### src/rtl/mem_bus_arbiter_if.sv
// mem_bus_arbiter_if: request/response signals between the two masters, the arbiter and memory_top
//   slave  : arbiter view (takes master requests and memory responses, drives everything else)
//   master : environment view (masters and memory_top), the mirror of slave
//   i_mX_* / o_mX_* : master X request pulse + fields, response pulse + data + timeout flag
//   o_bus_* / i_bus_* : request pulse + fields to memory_top, response pulse + data back
//   o_protocol_err : dropped-request pulse; o_grant : owner of current/last transaction
interface mem_bus_arbiter_if #(
    parameter int DATA_W = 32,
    parameter int ADDR_W = 32
);
    logic              i_m0_DV, i_m1_DV;
    logic [ADDR_W-1:0] i_m0_address, i_m1_address;
    logic [DATA_W-1:0] i_m0_data, i_m1_data;
    logic [2:0]        i_m0_bhw, i_m1_bhw;
    logic              i_m0_write_notread, i_m1_write_notread;
    logic              o_m0_DV, o_m1_DV;
    logic [DATA_W-1:0] o_m0_data, o_m1_data;
    logic              o_m0_err, o_m1_err;
    logic              o_bus_DV;
    logic [ADDR_W-1:0] o_bus_address;
    logic [DATA_W-1:0] o_bus_data;
    logic [2:0]        o_bhw;
    logic              o_write_notread;
    logic              i_bus_DV;
    logic [DATA_W-1:0] i_bus_data;
    logic              o_protocol_err;
    logic              o_grant;

    modport slave (
        input  i_m0_DV, i_m1_DV, i_m0_address, i_m1_address, i_m0_data, i_m1_data,
               i_m0_bhw, i_m1_bhw, i_m0_write_notread, i_m1_write_notread, i_bus_DV, i_bus_data,
        output o_m0_DV, o_m1_DV, o_m0_data, o_m1_data, o_m0_err, o_m1_err, o_bus_DV,
               o_bus_address, o_bus_data, o_bhw, o_write_notread, o_protocol_err, o_grant
    );

    modport master (
        output i_m0_DV, i_m1_DV, i_m0_address, i_m1_address, i_m0_data, i_m1_data,
               i_m0_bhw, i_m1_bhw, i_m0_write_notread, i_m1_write_notread, i_bus_DV, i_bus_data,
        input  o_m0_DV, o_m1_DV, o_m0_data, o_m1_data, o_m0_err, o_m1_err, o_bus_DV,
               o_bus_address, o_bus_data, o_bhw, o_write_notread, o_protocol_err, o_grant
    );
endinterface

### src/rtl/mem_bus_arbiter.sv
// mem_bus_arbiter: shares the memory_top DV-pulse request bus between master M0 and master M1
//   i_clk      : system clock
//   i_reset_n  : synchronous active-low reset
//   bus        : mem_bus_arbiter_if.slave carrying both master ports and the memory_top port
//   Optional macro ARB_ROUND_ROBIN_EN: alternate winner on ties; otherwise M0 always wins ties.
//   Responses that do not arrive within TIMEOUT_CYCLES wait cycles complete with 32'hDEADBEEF and err=1.
module mem_bus_arbiter #(
    parameter int DATA_W         = 32,
    parameter int ADDR_W         = 32,
    parameter int TIMEOUT_CYCLES = 1024
) (
    input logic              i_clk,
    input logic              i_reset_n,
    mem_bus_arbiter_if.slave bus
);
    localparam int CNT_W = $clog2(TIMEOUT_CYCLES + 1);
    localparam logic [1:0] IDLE  = 2'd0;
    localparam logic [1:0] ISSUE = 2'd1;
    localparam logic [1:0] WAIT  = 2'd2;

    logic [1:0]        state_q, state_d;
    logic [CNT_W-1:0]  cnt_q, cnt_d;
    logic [1:0]        pend_q, pend_d;
    logic [ADDR_W-1:0] addr_q [2], addr_d [2];
    logic [DATA_W-1:0] wdata_q [2], wdata_d [2];
    logic [2:0]        bhw_q [2], bhw_d [2];
    logic [1:0]        wn_q, wn_d;
    logic              grant_q, grant_d;
    logic              bus_dv_q, bus_dv_d;
    logic [ADDR_W-1:0] bus_addr_q, bus_addr_d;
    logic [DATA_W-1:0] bus_data_q, bus_data_d;
    logic [2:0]        bus_bhw_q, bus_bhw_d;
    logic              bus_wn_q, bus_wn_d;
    logic [1:0]        rsp_dv_q, rsp_dv_d;
    logic [1:0]        rsp_err_q, rsp_err_d;
    logic [DATA_W-1:0] rsp_data_q [2], rsp_data_d [2];
    logic              perr_q, perr_d;

    logic [1:0]        req_dv, req_wn, in_flight;
    logic [ADDR_W-1:0] req_addr [2];
    logic [DATA_W-1:0] req_data [2];
    logic [2:0]        req_bhw [2];
    logic              winner, timeout;

    always_comb begin
        req_dv   = {bus.i_m1_DV, bus.i_m0_DV};
        req_wn   = {bus.i_m1_write_notread, bus.i_m0_write_notread};
        req_addr = '{bus.i_m0_address, bus.i_m1_address};
        req_data = '{bus.i_m0_data, bus.i_m1_data};
        req_bhw  = '{bus.i_m0_bhw, bus.i_m1_bhw};
    end

    // grant_q doubles as the round-robin pointer: it always names the last winner
`ifdef ARB_ROUND_ROBIN_EN
    assign winner = &pend_q ? ~grant_q : pend_q[1];
`else
    assign winner = ~pend_q[0];
`endif

    assign in_flight = {state_q != IDLE && grant_q, state_q != IDLE && !grant_q};
    assign timeout   = cnt_q == CNT_W'(TIMEOUT_CYCLES);

    always_comb begin
        state_d    = state_q;
        cnt_d      = cnt_q;
        pend_d     = pend_q;
        addr_d     = addr_q;
        wdata_d    = wdata_q;
        bhw_d      = bhw_q;
        wn_d       = wn_q;
        grant_d    = grant_q;
        bus_dv_d   = 1'b0;
        bus_addr_d = bus_addr_q;
        bus_data_d = bus_data_q;
        bus_bhw_d  = bus_bhw_q;
        bus_wn_d   = bus_wn_q;
        rsp_dv_d   = '0;
        rsp_err_d  = rsp_err_q;
        rsp_data_d = rsp_data_q;
        perr_d     = 1'b0;
        if (state_q == IDLE && |pend_q) begin
            state_d        = ISSUE;
            pend_d[winner] = 1'b0;
            grant_d        = winner;
            bus_dv_d       = 1'b1;
            bus_addr_d     = addr_q[winner];
            bus_data_d     = wdata_q[winner];
            bus_bhw_d      = bhw_q[winner];
            bus_wn_d       = wn_q[winner];
        end else if (state_q == ISSUE) begin
            // the counter includes the current wait cycle, so timeout lands TIMEOUT_CYCLES after entry
            state_d = WAIT;
            cnt_d   = CNT_W'(1);
        end else if (state_q == WAIT) begin
            if (bus.i_bus_DV || timeout) begin
                state_d             = IDLE;
                rsp_dv_d[grant_q]   = 1'b1;
                rsp_data_d[grant_q] = bus.i_bus_DV ? bus.i_bus_data : DATA_W'(32'hDEADBEEF);
                rsp_err_d[grant_q]  = !bus.i_bus_DV;
            end else begin
                cnt_d = cnt_q + CNT_W'(1);
            end
        end
        for (int i = 0; i < 2; i++) begin
            if (req_dv[i]) begin
                if (pend_q[i] || in_flight[i]) begin
                    perr_d = 1'b1;
                end else begin
                    pend_d[i]  = 1'b1;
                    addr_d[i]  = req_addr[i];
                    wdata_d[i] = req_data[i];
                    bhw_d[i]   = req_bhw[i];
                    wn_d[i]    = req_wn[i];
                end
            end
        end
    end

    always_ff @(posedge i_clk) begin
        if (!i_reset_n) begin
            state_q    <= IDLE;
            cnt_q      <= '0;
            pend_q     <= '0;
            addr_q     <= '{default: '0};
            wdata_q    <= '{default: '0};
            bhw_q      <= '{default: '0};
            wn_q       <= '0;
            grant_q    <= 1'b0;
            bus_dv_q   <= 1'b0;
            bus_addr_q <= '0;
            bus_data_q <= '0;
            bus_bhw_q  <= '0;
            bus_wn_q   <= 1'b0;
            rsp_dv_q   <= '0;
            rsp_err_q  <= '0;
            rsp_data_q <= '{default: '0};
            perr_q     <= 1'b0;
        end else begin
            state_q    <= state_d;
            cnt_q      <= cnt_d;
            pend_q     <= pend_d;
            addr_q     <= addr_d;
            wdata_q    <= wdata_d;
            bhw_q      <= bhw_d;
            wn_q       <= wn_d;
            grant_q    <= grant_d;
            bus_dv_q   <= bus_dv_d;
            bus_addr_q <= bus_addr_d;
            bus_data_q <= bus_data_d;
            bus_bhw_q  <= bus_bhw_d;
            bus_wn_q   <= bus_wn_d;
            rsp_dv_q   <= rsp_dv_d;
            rsp_err_q  <= rsp_err_d;
            rsp_data_q <= rsp_data_d;
            perr_q     <= perr_d;
        end
    end

    assign bus.o_bus_DV        = bus_dv_q;
    assign bus.o_bus_address   = bus_addr_q;
    assign bus.o_bus_data      = bus_data_q;
    assign bus.o_bhw           = bus_bhw_q;
    assign bus.o_write_notread = bus_wn_q;
    assign bus.o_m0_DV         = rsp_dv_q[0];
    assign bus.o_m1_DV         = rsp_dv_q[1];
    assign bus.o_m0_data       = rsp_data_q[0];
    assign bus.o_m1_data       = rsp_data_q[1];
    assign bus.o_m0_err        = rsp_err_q[0];
    assign bus.o_m1_err        = rsp_err_q[1];
    assign bus.o_protocol_err  = perr_q;
    assign bus.o_grant         = grant_q;
endmodule

### src/flat_wrapper.sv
// flat-port wrapper written by rule: the top's interface ports become plain ports
module mem_bus_arbiter_flat 
#(
    parameter int DATA_W         = 32,
    parameter int ADDR_W         = 32,
    parameter int TIMEOUT_CYCLES = 1024
)
  (i_clk, i_reset_n, bus_i_m0_DV, bus_i_m1_DV, bus_i_m0_address, bus_i_m1_address, bus_i_m0_data, bus_i_m1_data, bus_i_m0_bhw, bus_i_m1_bhw, bus_i_m0_write_notread, bus_i_m1_write_notread, bus_i_bus_DV, bus_i_bus_data, bus_o_m0_DV, bus_o_m1_DV, bus_o_m0_data, bus_o_m1_data, bus_o_m0_err, bus_o_m1_err, bus_o_bus_DV, bus_o_bus_address, bus_o_bus_data, bus_o_bhw, bus_o_write_notread, bus_o_protocol_err, bus_o_grant);
  mem_bus_arbiter_if #(.DATA_W(DATA_W), .ADDR_W(ADDR_W)) bus_i ();
  input logic i_clk;
  input logic i_reset_n;
  input wire logic [$bits(bus_i.i_m0_DV)-1:0] bus_i_m0_DV;
  input wire logic [$bits(bus_i.i_m1_DV)-1:0] bus_i_m1_DV;
  input wire logic [$bits(bus_i.i_m0_address)-1:0] bus_i_m0_address;
  input wire logic [$bits(bus_i.i_m1_address)-1:0] bus_i_m1_address;
  input wire logic [$bits(bus_i.i_m0_data)-1:0] bus_i_m0_data;
  input wire logic [$bits(bus_i.i_m1_data)-1:0] bus_i_m1_data;
  input wire logic [$bits(bus_i.i_m0_bhw)-1:0] bus_i_m0_bhw;
  input wire logic [$bits(bus_i.i_m1_bhw)-1:0] bus_i_m1_bhw;
  input wire logic [$bits(bus_i.i_m0_write_notread)-1:0] bus_i_m0_write_notread;
  input wire logic [$bits(bus_i.i_m1_write_notread)-1:0] bus_i_m1_write_notread;
  input wire logic [$bits(bus_i.i_bus_DV)-1:0] bus_i_bus_DV;
  input wire logic [$bits(bus_i.i_bus_data)-1:0] bus_i_bus_data;
  output wire logic [$bits(bus_i.o_m0_DV)-1:0] bus_o_m0_DV;
  output wire logic [$bits(bus_i.o_m1_DV)-1:0] bus_o_m1_DV;
  output wire logic [$bits(bus_i.o_m0_data)-1:0] bus_o_m0_data;
  output wire logic [$bits(bus_i.o_m1_data)-1:0] bus_o_m1_data;
  output wire logic [$bits(bus_i.o_m0_err)-1:0] bus_o_m0_err;
  output wire logic [$bits(bus_i.o_m1_err)-1:0] bus_o_m1_err;
  output wire logic [$bits(bus_i.o_bus_DV)-1:0] bus_o_bus_DV;
  output wire logic [$bits(bus_i.o_bus_address)-1:0] bus_o_bus_address;
  output wire logic [$bits(bus_i.o_bus_data)-1:0] bus_o_bus_data;
  output wire logic [$bits(bus_i.o_bhw)-1:0] bus_o_bhw;
  output wire logic [$bits(bus_i.o_write_notread)-1:0] bus_o_write_notread;
  output wire logic [$bits(bus_i.o_protocol_err)-1:0] bus_o_protocol_err;
  output wire logic [$bits(bus_i.o_grant)-1:0] bus_o_grant;
  assign bus_i.i_m0_DV = bus_i_m0_DV;
  assign bus_i.i_m1_DV = bus_i_m1_DV;
  assign bus_i.i_m0_address = bus_i_m0_address;
  assign bus_i.i_m1_address = bus_i_m1_address;
  assign bus_i.i_m0_data = bus_i_m0_data;
  assign bus_i.i_m1_data = bus_i_m1_data;
  assign bus_i.i_m0_bhw = bus_i_m0_bhw;
  assign bus_i.i_m1_bhw = bus_i_m1_bhw;
  assign bus_i.i_m0_write_notread = bus_i_m0_write_notread;
  assign bus_i.i_m1_write_notread = bus_i_m1_write_notread;
  assign bus_i.i_bus_DV = bus_i_bus_DV;
  assign bus_i.i_bus_data = bus_i_bus_data;
  assign bus_o_m0_DV = bus_i.o_m0_DV;
  assign bus_o_m1_DV = bus_i.o_m1_DV;
  assign bus_o_m0_data = bus_i.o_m0_data;
  assign bus_o_m1_data = bus_i.o_m1_data;
  assign bus_o_m0_err = bus_i.o_m0_err;
  assign bus_o_m1_err = bus_i.o_m1_err;
  assign bus_o_bus_DV = bus_i.o_bus_DV;
  assign bus_o_bus_address = bus_i.o_bus_address;
  assign bus_o_bus_data = bus_i.o_bus_data;
  assign bus_o_bhw = bus_i.o_bhw;
  assign bus_o_write_notread = bus_i.o_write_notread;
  assign bus_o_protocol_err = bus_i.o_protocol_err;
  assign bus_o_grant = bus_i.o_grant;
  mem_bus_arbiter #(.DATA_W(DATA_W), .ADDR_W(ADDR_W), .TIMEOUT_CYCLES(TIMEOUT_CYCLES)) u_core (.i_clk(i_clk), .i_reset_n(i_reset_n), .bus(bus_i));
endmodule
### config.mk
export PLATFORM = sky130hd
export DESIGN_NAME = mem_bus_arbiter_flat
export DESIGN_NICKNAME = d
export VERILOG_FILES = /design/src/rtl/mem_bus_arbiter_if.sv /design/src/rtl/mem_bus_arbiter.sv /design/src/flat_wrapper.sv
export SDC_FILE = /design/constraint.sdc
export NUM_CORES = 1
export LEC_CHECK = 0
export BUFFER_PORTS_ARGS = -buffer_cell sky130_fd_sc_hd__buf_2
export CAP_MARGIN = 20
export CORE_ASPECT_RATIO = 0.5
export CORE_MARGIN = 2
export CORE_UTILIZATION = 56
export DETAILED_ROUTE_END_ITERATION = 10
export GPL_TIMING_DRIVEN = 1
export HOLD_SLACK_MARGIN = 0.12
export PLACE_DENSITY = 0.9
export SYNTH_ARGS = -nofsm -noshare
export SYNTH_HDL_FRONTEND = slang
export SYNTH_SLANG_ARGS = --single-unit
### constraint.sdc
create_clock -name i_clk -period 3.3 [get_ports i_clk]
set_clock_uncertainty 0.1 [all_clocks]
set_input_delay 0.825 -clock i_clk [delete_from_list [all_inputs] [get_ports i_clk]]
set_output_delay 0.825 -clock i_clk [all_outputs]
set_load 0.02 [all_outputs]
# Word-level counts from Yosys, hierarchy flattened
# Cells that the tools add are included.
# word_totals
rom_bits,0
reg_bits,290
latch_bits,0
mem_bits_rw,0
n_memories,0
out_inout_bits,139
word_cells,110
# classes
add_sub_neg,1
eq_ne,4
n_lt_le_gt_ge,7
bitwise_logic,12
n_reduce_logical,26
mul,0
muxes,37
shifts,0
n_div,0
# op_table
op,count
$mux 32,8
$bwmux 64,1
$mux 11,3
$demux 32 s1,1
$mux 1,14
$add 11x1->11 const B,1
$eq 11x11->1 const B,1
$mux 3,3
$mux 2,4
$not 1->1,8
$reduce_and 2->1,4
$logic_and 1x1->1,6
$reduce_bool 2->1,3
$reduce_bool 3->1,2
$reduce_or 5->1,1
$ge 2x2->1 const B,2
$lt 1x2->1 const B,2
$not 1->2,2
$reduce_and 4->1,1
$reduce_or 2->1,2
$logic_or 1x1->1,3
$reduce_and 3->1,1
$and 2x2->2,1
$bwmux 2,1
other kinds (9),12

# Depth between registers and ports, before layout
# Gate-level depths: netlist of the first run.
# depth
ltp_word,10
mapped_depth,9
mapped_depth_nobuf,6

# Least setup slack after synthesis of the first run
# No wires, ideal clock.
# synth_timing
path_type,reg2reg
start,reg u_core.state_q[0]
end,"reg u_core.rsp_data_q, in the netlist u_core.bus.o_m1_data[0]"
required_ns,3.081
setup_time_ns,0.119
t_arrival_ns,1.847
setup_slack_ns,1.234
stages_incl_launch_ff,9
cell_sequence,dfxtp_1 > inv_1 > ha_1 > o21a_1 > buf_6 > or4b_1 > buf_2 > buf_6 > o221a_1
# synth_between
elab_chain_cells,4
elab_cells_between_ends,7
classes_between,eq/ne (2); bitwise (2); reduce/logical (3)
# synth_lines
element,line_no,rtl
start: declaration,mem_bus_arbiter.sv:21,"logic [1:0] state_q, state_d;"
start signal: assignment,mem_bus_arbiter.sv:139,state_q <= state_d;
$logic_not 2->1,mem_bus_arbiter.sv:81,if (state_q == IDLE && |pend_q) begin
$logic_and 1x1->1,mem_bus_arbiter.sv:81,
$not 1->1 (no source line),--,
$reduce_and 4->1 (no source line) *,--,
end signal: assignment,mem_bus_arbiter.sv:154,rsp_data_q <= rsp_data_d;
end: declaration,mem_bus_arbiter.sv:36,"logic [DATA_W-1:0] rsp_data_q [2], rsp_data_d [2];"
# Every way passes the cells marked *; elsewhere a longest branch is shown, timed or not.
# A chain may end at the register's enable or synchronous reset.

# Worst setup path after layout of the first run
# layout_timing
start,reg u_core.state_q[1]
end,"reg u_core.rsp_data_q, in the netlist u_core.bus.o_m0_data[13]"
# Same word-level chain as after synthesis.

==> impl_metrics.toml, run 1 <==
[sta]
fmax_ghz = 0.3954
tns_ns = 0
finalWorstSetupSlack_ns = 0.7711
rsz0062_at_grt = "false"
finalHoldViolations = 0
post-route-period-util = 0.7663
tightest_slew_ns = 0.8929
slew_violations = 0
setup_violations = 0
maxSlewHeadroom = 0.4047
post-route-min-period_ns = 2.529

[clock_network]
cts.sinks = 290
cts_tree = "yes"
post_cts_buffers = 0
cts-resized-gates = 0
cts_buffer_depth = 3
numCtsBuffers = 24
htreeDepth = 1
clk_latency_ns = 0.51
cts_hold_buf = 0
clk_pin_slew_ns = 0.07
root_buffer = "clkbuf_16"

[worst_setup_path]
worstSetupEndpointType = "flop"
critical_path_class = "reg -> reg"
start_kind = "flop"
reg2reg_to = "u_core.bus.o_m0_data[13]"
worstRegToRegCells = 7
cp.arrival_ns = 2.88
r2r_slack_ns = 0.77
worstSetupStartpoint = "u_core.state_q[1]"
worstPathRequired_ns = 3.65
reg2reg_from = "u_core.state_q[1]"
endpoint = "u_core.bus.o_m0_data[13]"
worstPathMaxFanout = 25

[floorplanning]
io_pins = 312
die_w_um = 201.4
dieArea_mm2 = 0.02069
die_y_um = 102.7
core_area_mm2 = 0.01928
start_util = 0.5662
row_count = 36

[global_route]
antenna_found_initial = 6
grt_max_degree = 137
grt_use_total = 0.2627
grt_pass1_wl_mm = 44.73
grt_overflow = 0
first_global_vias = 9101

[pwr]
p_per_area_mw_per_mm2 = 651.8
p_comb_frac = 0.204
vdd_ir_drop_max_mv = 0.3265
p_leak_nw = 5.580
switchingPower_mw = 2.617
internal_power_mw = 6.102
seqPwrFrac = 0.467
clkPwrFrac = 0.329
p_sw_frac = 0.3001

[run]
max_cap_viol_count = 0

[detailed_routing]
wl_per_cell_um = 16.56
drt_pre_antenna_iters = 5
ant_nets = 0
viasPerCell = 5.584
vias = 9761
drc = 0
wirelength_mm = 28.94
drtIter0Drc = 751

[layout]
final_layout_size_suffix_gt1_frac = 0.2552
final_util = 0.6938
most-common-layout-cells = "buf_2 (311), nand2_1 (310), dfxtp_1 (289)"
synthToLayoutAreaGrowth_pct = 22.54
layout_commonest_cell = "buf_2"
fin_nets = 1637

[placement]
place.gp.congestion = 0.8420
place_hpwl_mm = 19.04
io_buffers = 311
post-place-ws_ns = 0.6990

[yosys]
yosysSeqAreaShare = 0.5319
postSynthAreaPerCell_um2 = 8.999
syn_inst = 1213
ys.flop_type = "dfxtp_1"
synth.net_count = 1391
synth_edf_count = 0
syn-cell-area_mm2 = 0.01092
synth_top_area_frac = 0.5319
synth-seq-cells = 290
synth_cell_type_count = 50
async_reset_ff_frac = 0
synth_area_leader_cell = "dfxtp_1"
ys_warn_count = 0
synth_area_leaders = "dfxtp_1 (53%), nand2_1 (11%), a21oi_1 (6.6%)"

[min_path]
min_path_type = "reg -> reg"

[run_status]
status = "completed"
power by group through the flow:
stage / clock (mW) / sequential (mW) / combinational, mW
CTS: 2.93 / 4.07 / 1.77
global placement: 0 / 4.12 / 1.71
detailed placement: 0 / 4.15 / 1.76
global route: 3.07 / 4.11 / 1.94
finish: 2.87 / 4.07 / 1.78
floorplan: 0 / 4.32 / 0.980
kinds of logic after synthesis:
kind of cell / after synthesis / synth area share
and+or+nand+nor: 433 / 0.1627
AOI/OAI and AO/OA: 298 / 0.1867
DFF: 290 / 0.5319
buffers and inverters: 114 / 0.04585
muxes: 73 / 0.06717
adders and majority gates: 5 / 0.005731
final cells by class:
class                           instances  area [um^2]
Clock buffer                           36        737.0
Multi-Input combinational cell        809         4623
Clock inverter                          8        68.82
Antenna cell                            5        12.51
Inverter                               10        42.54
Sequential cell                       290         5809
Tap cell                              266        332.8
Timing Repair Buffer                  324         1749
Fill cell                            1514         5903
state kept, by name, indices dropped and copies added (netlist names):
name	cells
u_core.addr_q	64
u_core.bhw_q	6
u_core.bus.o_bhw	3
u_core.bus.o_bus_DV	1
u_core.bus.o_bus_address	32
u_core.bus.o_bus_data	32
u_core.bus.o_grant	1
u_core.bus.o_m0_data	32
u_core.bus.o_m1_data	32
u_core.bus.o_protocol_err	1
u_core.bus.o_write_notread	1
u_core.cnt_q	11
u_core.pend_q	2
u_core.rsp_dv_q	2
u_core.rsp_err_q	2
u_core.state_q	2
u_core.wdata_q	64
u_core.wn_q	2
worst min-delay path by stage:
stage / start / endpoint / slack [ns] / cells past startpoint
after global placement: u_core.wdata_q[25] / u_core.wdata_q[25] / 0.34 / 2
after detailed placement: u_core.addr_q[15] / u_core.addr_q[15] / 0.35 / 2
after floorplan: u_core.addr_q[0] / u_core.addr_q[0] / 0.34 / 2
after CTS: u_core.wdata_q[24] / u_core.wdata_q[24] / 0.35 / 2
after global routing: u_core.wdata_q[2] / u_core.wdata_q[2] / 0.37 / 2
final: u_core.addr_q[15] / u_core.addr_q[15] / 0.35 / 2
metal layers:
layer  up-vias  global-route usage  wire, um
li1       4715                   -         -
met1      4587              0.3317     12080
met2       392              0.4621     14190
met3        65             0.03951      1719
met4         2              0.1069       945
met5         -                   0        13
critical path: stages (launching register included):
cell,delay (ns)
dfxtp_1,0.36
inv_1,0.08
ha_1,0.28
o21ai_1,0.39
and3_1,0.29
nor2b_2,0.36
buf_4,0.36
o221a_1,0.23
synth_stat cells (all sizes together), types with 2 or more instances:
cell    instances
nor2b           5
clkbuf         70
ha              5
nor3b           2
nand2         310
nand3b          2
a211oi         71
a21oi         143
nor4b           2
a31oi           2
and3            2
inv             9
nor3            5
o22ai          16
buf            34
and4            2
nor2           74
dfxtp         290
mux2i          71
nand2b          2
and2            2
nand4           6
o221a          49
nand3           9
or3             2
o21ai           8
and4b           2
mux2            2
nor4            2
per-stage QoR:
stage          total power [mW]  instances  cell area [um^2]  hold WS [ns]
6_report                  8.718       1748             13380        0.3546
2_1_floorplan             5.300       1213             10920        0.3357
3_5_place_dp              5.907       1698             12530        0.3456
3_3_place_gp              5.834       1698             12530        0.3413
5_1_grt                   9.123       1748             13380        0.3693
4_1_cts                   8.770       1742             13340        0.3549
Power figures use the tool's default switching activity.
==> run 2: changes to the inputs <==
--- a/config.mk
+++ b/config.mk
@@ -9,11 +9,11 @@
 export CAP_MARGIN = 20
 export CORE_ASPECT_RATIO = 0.5
 export CORE_MARGIN = 2
-export CORE_UTILIZATION = 56
+export CORE_UTILIZATION = 47
 export DETAILED_ROUTE_END_ITERATION = 10
 export GPL_TIMING_DRIVEN = 1
 export HOLD_SLACK_MARGIN = 0.12
-export PLACE_DENSITY = 0.9
+export PLACE_DENSITY = 0.81
 export SYNTH_ARGS = -nofsm -noshare
 export SYNTH_HDL_FRONTEND = slang
 export SYNTH_SLANG_ARGS = --single-unit
==> constraint.sdc (replaced) <==
create_clock -name i_clk -period 2.3 [get_ports i_clk]
set_clock_uncertainty 0.1 [all_clocks]
set_input_delay 0.575 -clock i_clk [delete_from_list [all_inputs] [get_ports i_clk]]
set_output_delay 0.575 -clock i_clk [all_outputs]
set_load 0.02 [all_outputs]
==> run 2 against run 1 <==
  * Worst hold slack worse by 0.19 ns
  * First-iteration DRC count rose by 11%
  * Register-to-register slack lost 0.70 ns
  * Total power rose by 49%
  * Count of clock-buffer cells in the layout fell by 3
  * Highest routed layer is now met4
  * Worst setup slack worse by 0.70 ns
  * Clock power up 58%
  * Utilization down 9.1 points
  * Fmax is 14% higher
  * Via count is 0.37% higher
==> impl_metrics.toml, run 2 (synthesis results as in run 1) <==
[sta]
post-route-period-util = 0.9670
finalWorstSetupSlack_ns = 0.07589
holdWs_ns = 0.1679
slew_violations = 0
setup_violations = 0
fmax_ghz = 0.4496
tightest_slew_ns = 0.7857
post-route-min-period_ns = 2.224
rsz0062_at_grt = "false"
finalHoldViolations = 0
maxSlewHeadroom = 0.4762

[detailed_routing]
drtIter0Drc = 833
drt_pre_antenna_iters = 5
drc = 0
ant_nets = 0
wl_per_cell_um = 16.54
wirelength_mm = 30.04
viasPerCell = 5.395
vias = 9797

[clock_network]
clk_latency_ns = 0.54
cts_buffer_depth = 3
cts.sinks = 290
numCtsBuffers = 26
clk_pin_slew_ns = 0.07
htreeDepth = 1
root_buffer = "clkbuf_16"
post_cts_buffers = 0
cts_hold_buf = 0
cts_tree = "yes"

[floorplanning]
io_pins = 312
dieArea_mm2 = 0.02453
row_count = 39
die_w_um = 219.5
start_util = 0.4790
die_y_um = 111.8
core_area_mm2 = 0.02279

[worst_setup_path]
start_kind = "flop"
worstSetupEndpointType = "flop"
worstPathMaxFanout = 33
reg2reg_from = "u_core.state_q[0]"
critical_path_class = "reg -> reg"
reg2reg_to = "u_core.bus.o_m1_data[0]"
worstRegToRegCells = 7
worstSetupStartpoint = "u_core.state_q[0]"
worstPathRequired_ns = 2.63
r2r_slack_ns = 0.08
cp.arrival_ns = 2.55

[pwr]
p_comb_frac = 0.206
clkPwrFrac = 0.349
p_leak_nw = 5.751
vdd_ir_drop_max_mv = 0.5521
p_per_area_mw_per_mm2 = 947.9
seqPwrFrac = 0.445
p_sw_frac = 0.3016
switchingPower_mw = 3.928
internal_power_mw = 9.095

[min_path]
whs_endpoint = "u_core.addr_q[31]"
hold_start = "bus_i_m1_address[31]"
min_path_type = "in -> reg"
hold_path_depth = 3

[global_route]
grt_use_total = 0.2314
first_global_vias = 9266
grt_overflow = 0
grt_pass1_wl_mm = 46.53
grt_max_degree = 143
antenna_found_initial = 4

[placement]
place.gp.congestion = 0.8488
place_hpwl_mm = 19.99
post-place-ws_ns = -0.1726
io_buffers = 311

[layout]
layout_commonest_cell = "buf_2"
synthToLayoutAreaGrowth_pct = 25.86
fin_nets = 1665
reg_top3 = "u_core.addr_q x64, u_core.wdata_q x64"
most-common-layout-cells = "buf_2 (311), nand2_1 (310), dfxtp_1 (289)"
final_util = 0.6029
final_layout_size_suffix_gt1_frac = 0.2711

[run_status]
status = "completed"

[run]
max_cap_viol_count = 0
run 2: worst max path at each step:
| stage | to | depth (start not counted) |
|---|---|---|
| after global placement | u_core.bus.o_m0_data[24] | 7 |
| final | u_core.bus.o_m1_data[0] | 7 |
| after detailed placement | u_core.bus.o_m0_data[29] | 7 |
| after global routing | u_core.bus.o_m1_data[6] | 7 |
| after floorplan | u_core.bus.o_m1_data[0] | 8 |
| after CTS | u_core.bus.o_m1_data[0] | 7 |
run 2: final cells by class:
type                       count  area (um^2)
sequential                   290         5809
inverter                      10        42.54
tap                          307        384.1
fill                        1928         9050
timing repair buffer         349         1954
clock buffer                  33        738.2
clock inverter                13        157.7
antenna                        4        10.01
multi-input combinational    810         4642
run 2: metrics by stage:
| stage | setup TNS (ns) | area [um^2] | power (mW) | std cells |
|---|---|---|---|---|
| 4_1_cts | 0 | 13710 | 13.08 | 1811 |
| 6_report | 0 | 13740 | 13.02 | 1816 |
| 3_3_place_gp | -0.4174 | 12810 | 8.492 | 1765 |
| 2_1_floorplan | 0 | 10920 | 7.605 | 1213 |
| 3_5_place_dp | -2.195 | 12810 | 8.578 | 1765 |
| 5_1_grt | 0 | 13740 | 13.59 | 1816 |
run 2: worst max-delay path: stages, from the launching register on:
cell     delay (ns)
dfxtp_1        0.35
inv_1          0.09
ha_1           0.22
buf_4          0.16
o21a_4         0.14
or4b_1         0.49
buf_4          0.26
o221a_1        0.27
run 2: per-layer routing:
metal / part of all wire / vias to the layer above / track usage
met4: 0.023 / 0 / 0.07658
met5: 0 / - / 0
met1: 0.44 / 4617 / 0.2941
li1: - / 4784 / -
met3: 0.059 / 54 / 0.03634
met2: 0.48 / 342 / 0.4021
run 2: power by group through the flow:
| stage | Combinational (mW) | Clock (mW) | Sequential (mW) |
|---|---|---|---|
| floorplan | 1.41 | 0 | 6.20 |
| global placement | 2.62 | 0 | 5.87 |
| detailed placement | 2.67 | 0 | 5.91 |
| CTS | 2.68 | 4.61 | 5.80 |
| global route | 2.92 | 4.81 | 5.85 |
| finish | 2.68 | 4.54 | 5.80 |
run 2: repair_timing:
| action | CTS | global route |
|---|---|---|
| cloned | 0 | 1 |
| gates resized for setup | 1 | 1 |
| endpoints found under the setup margin | 32 | 11 |
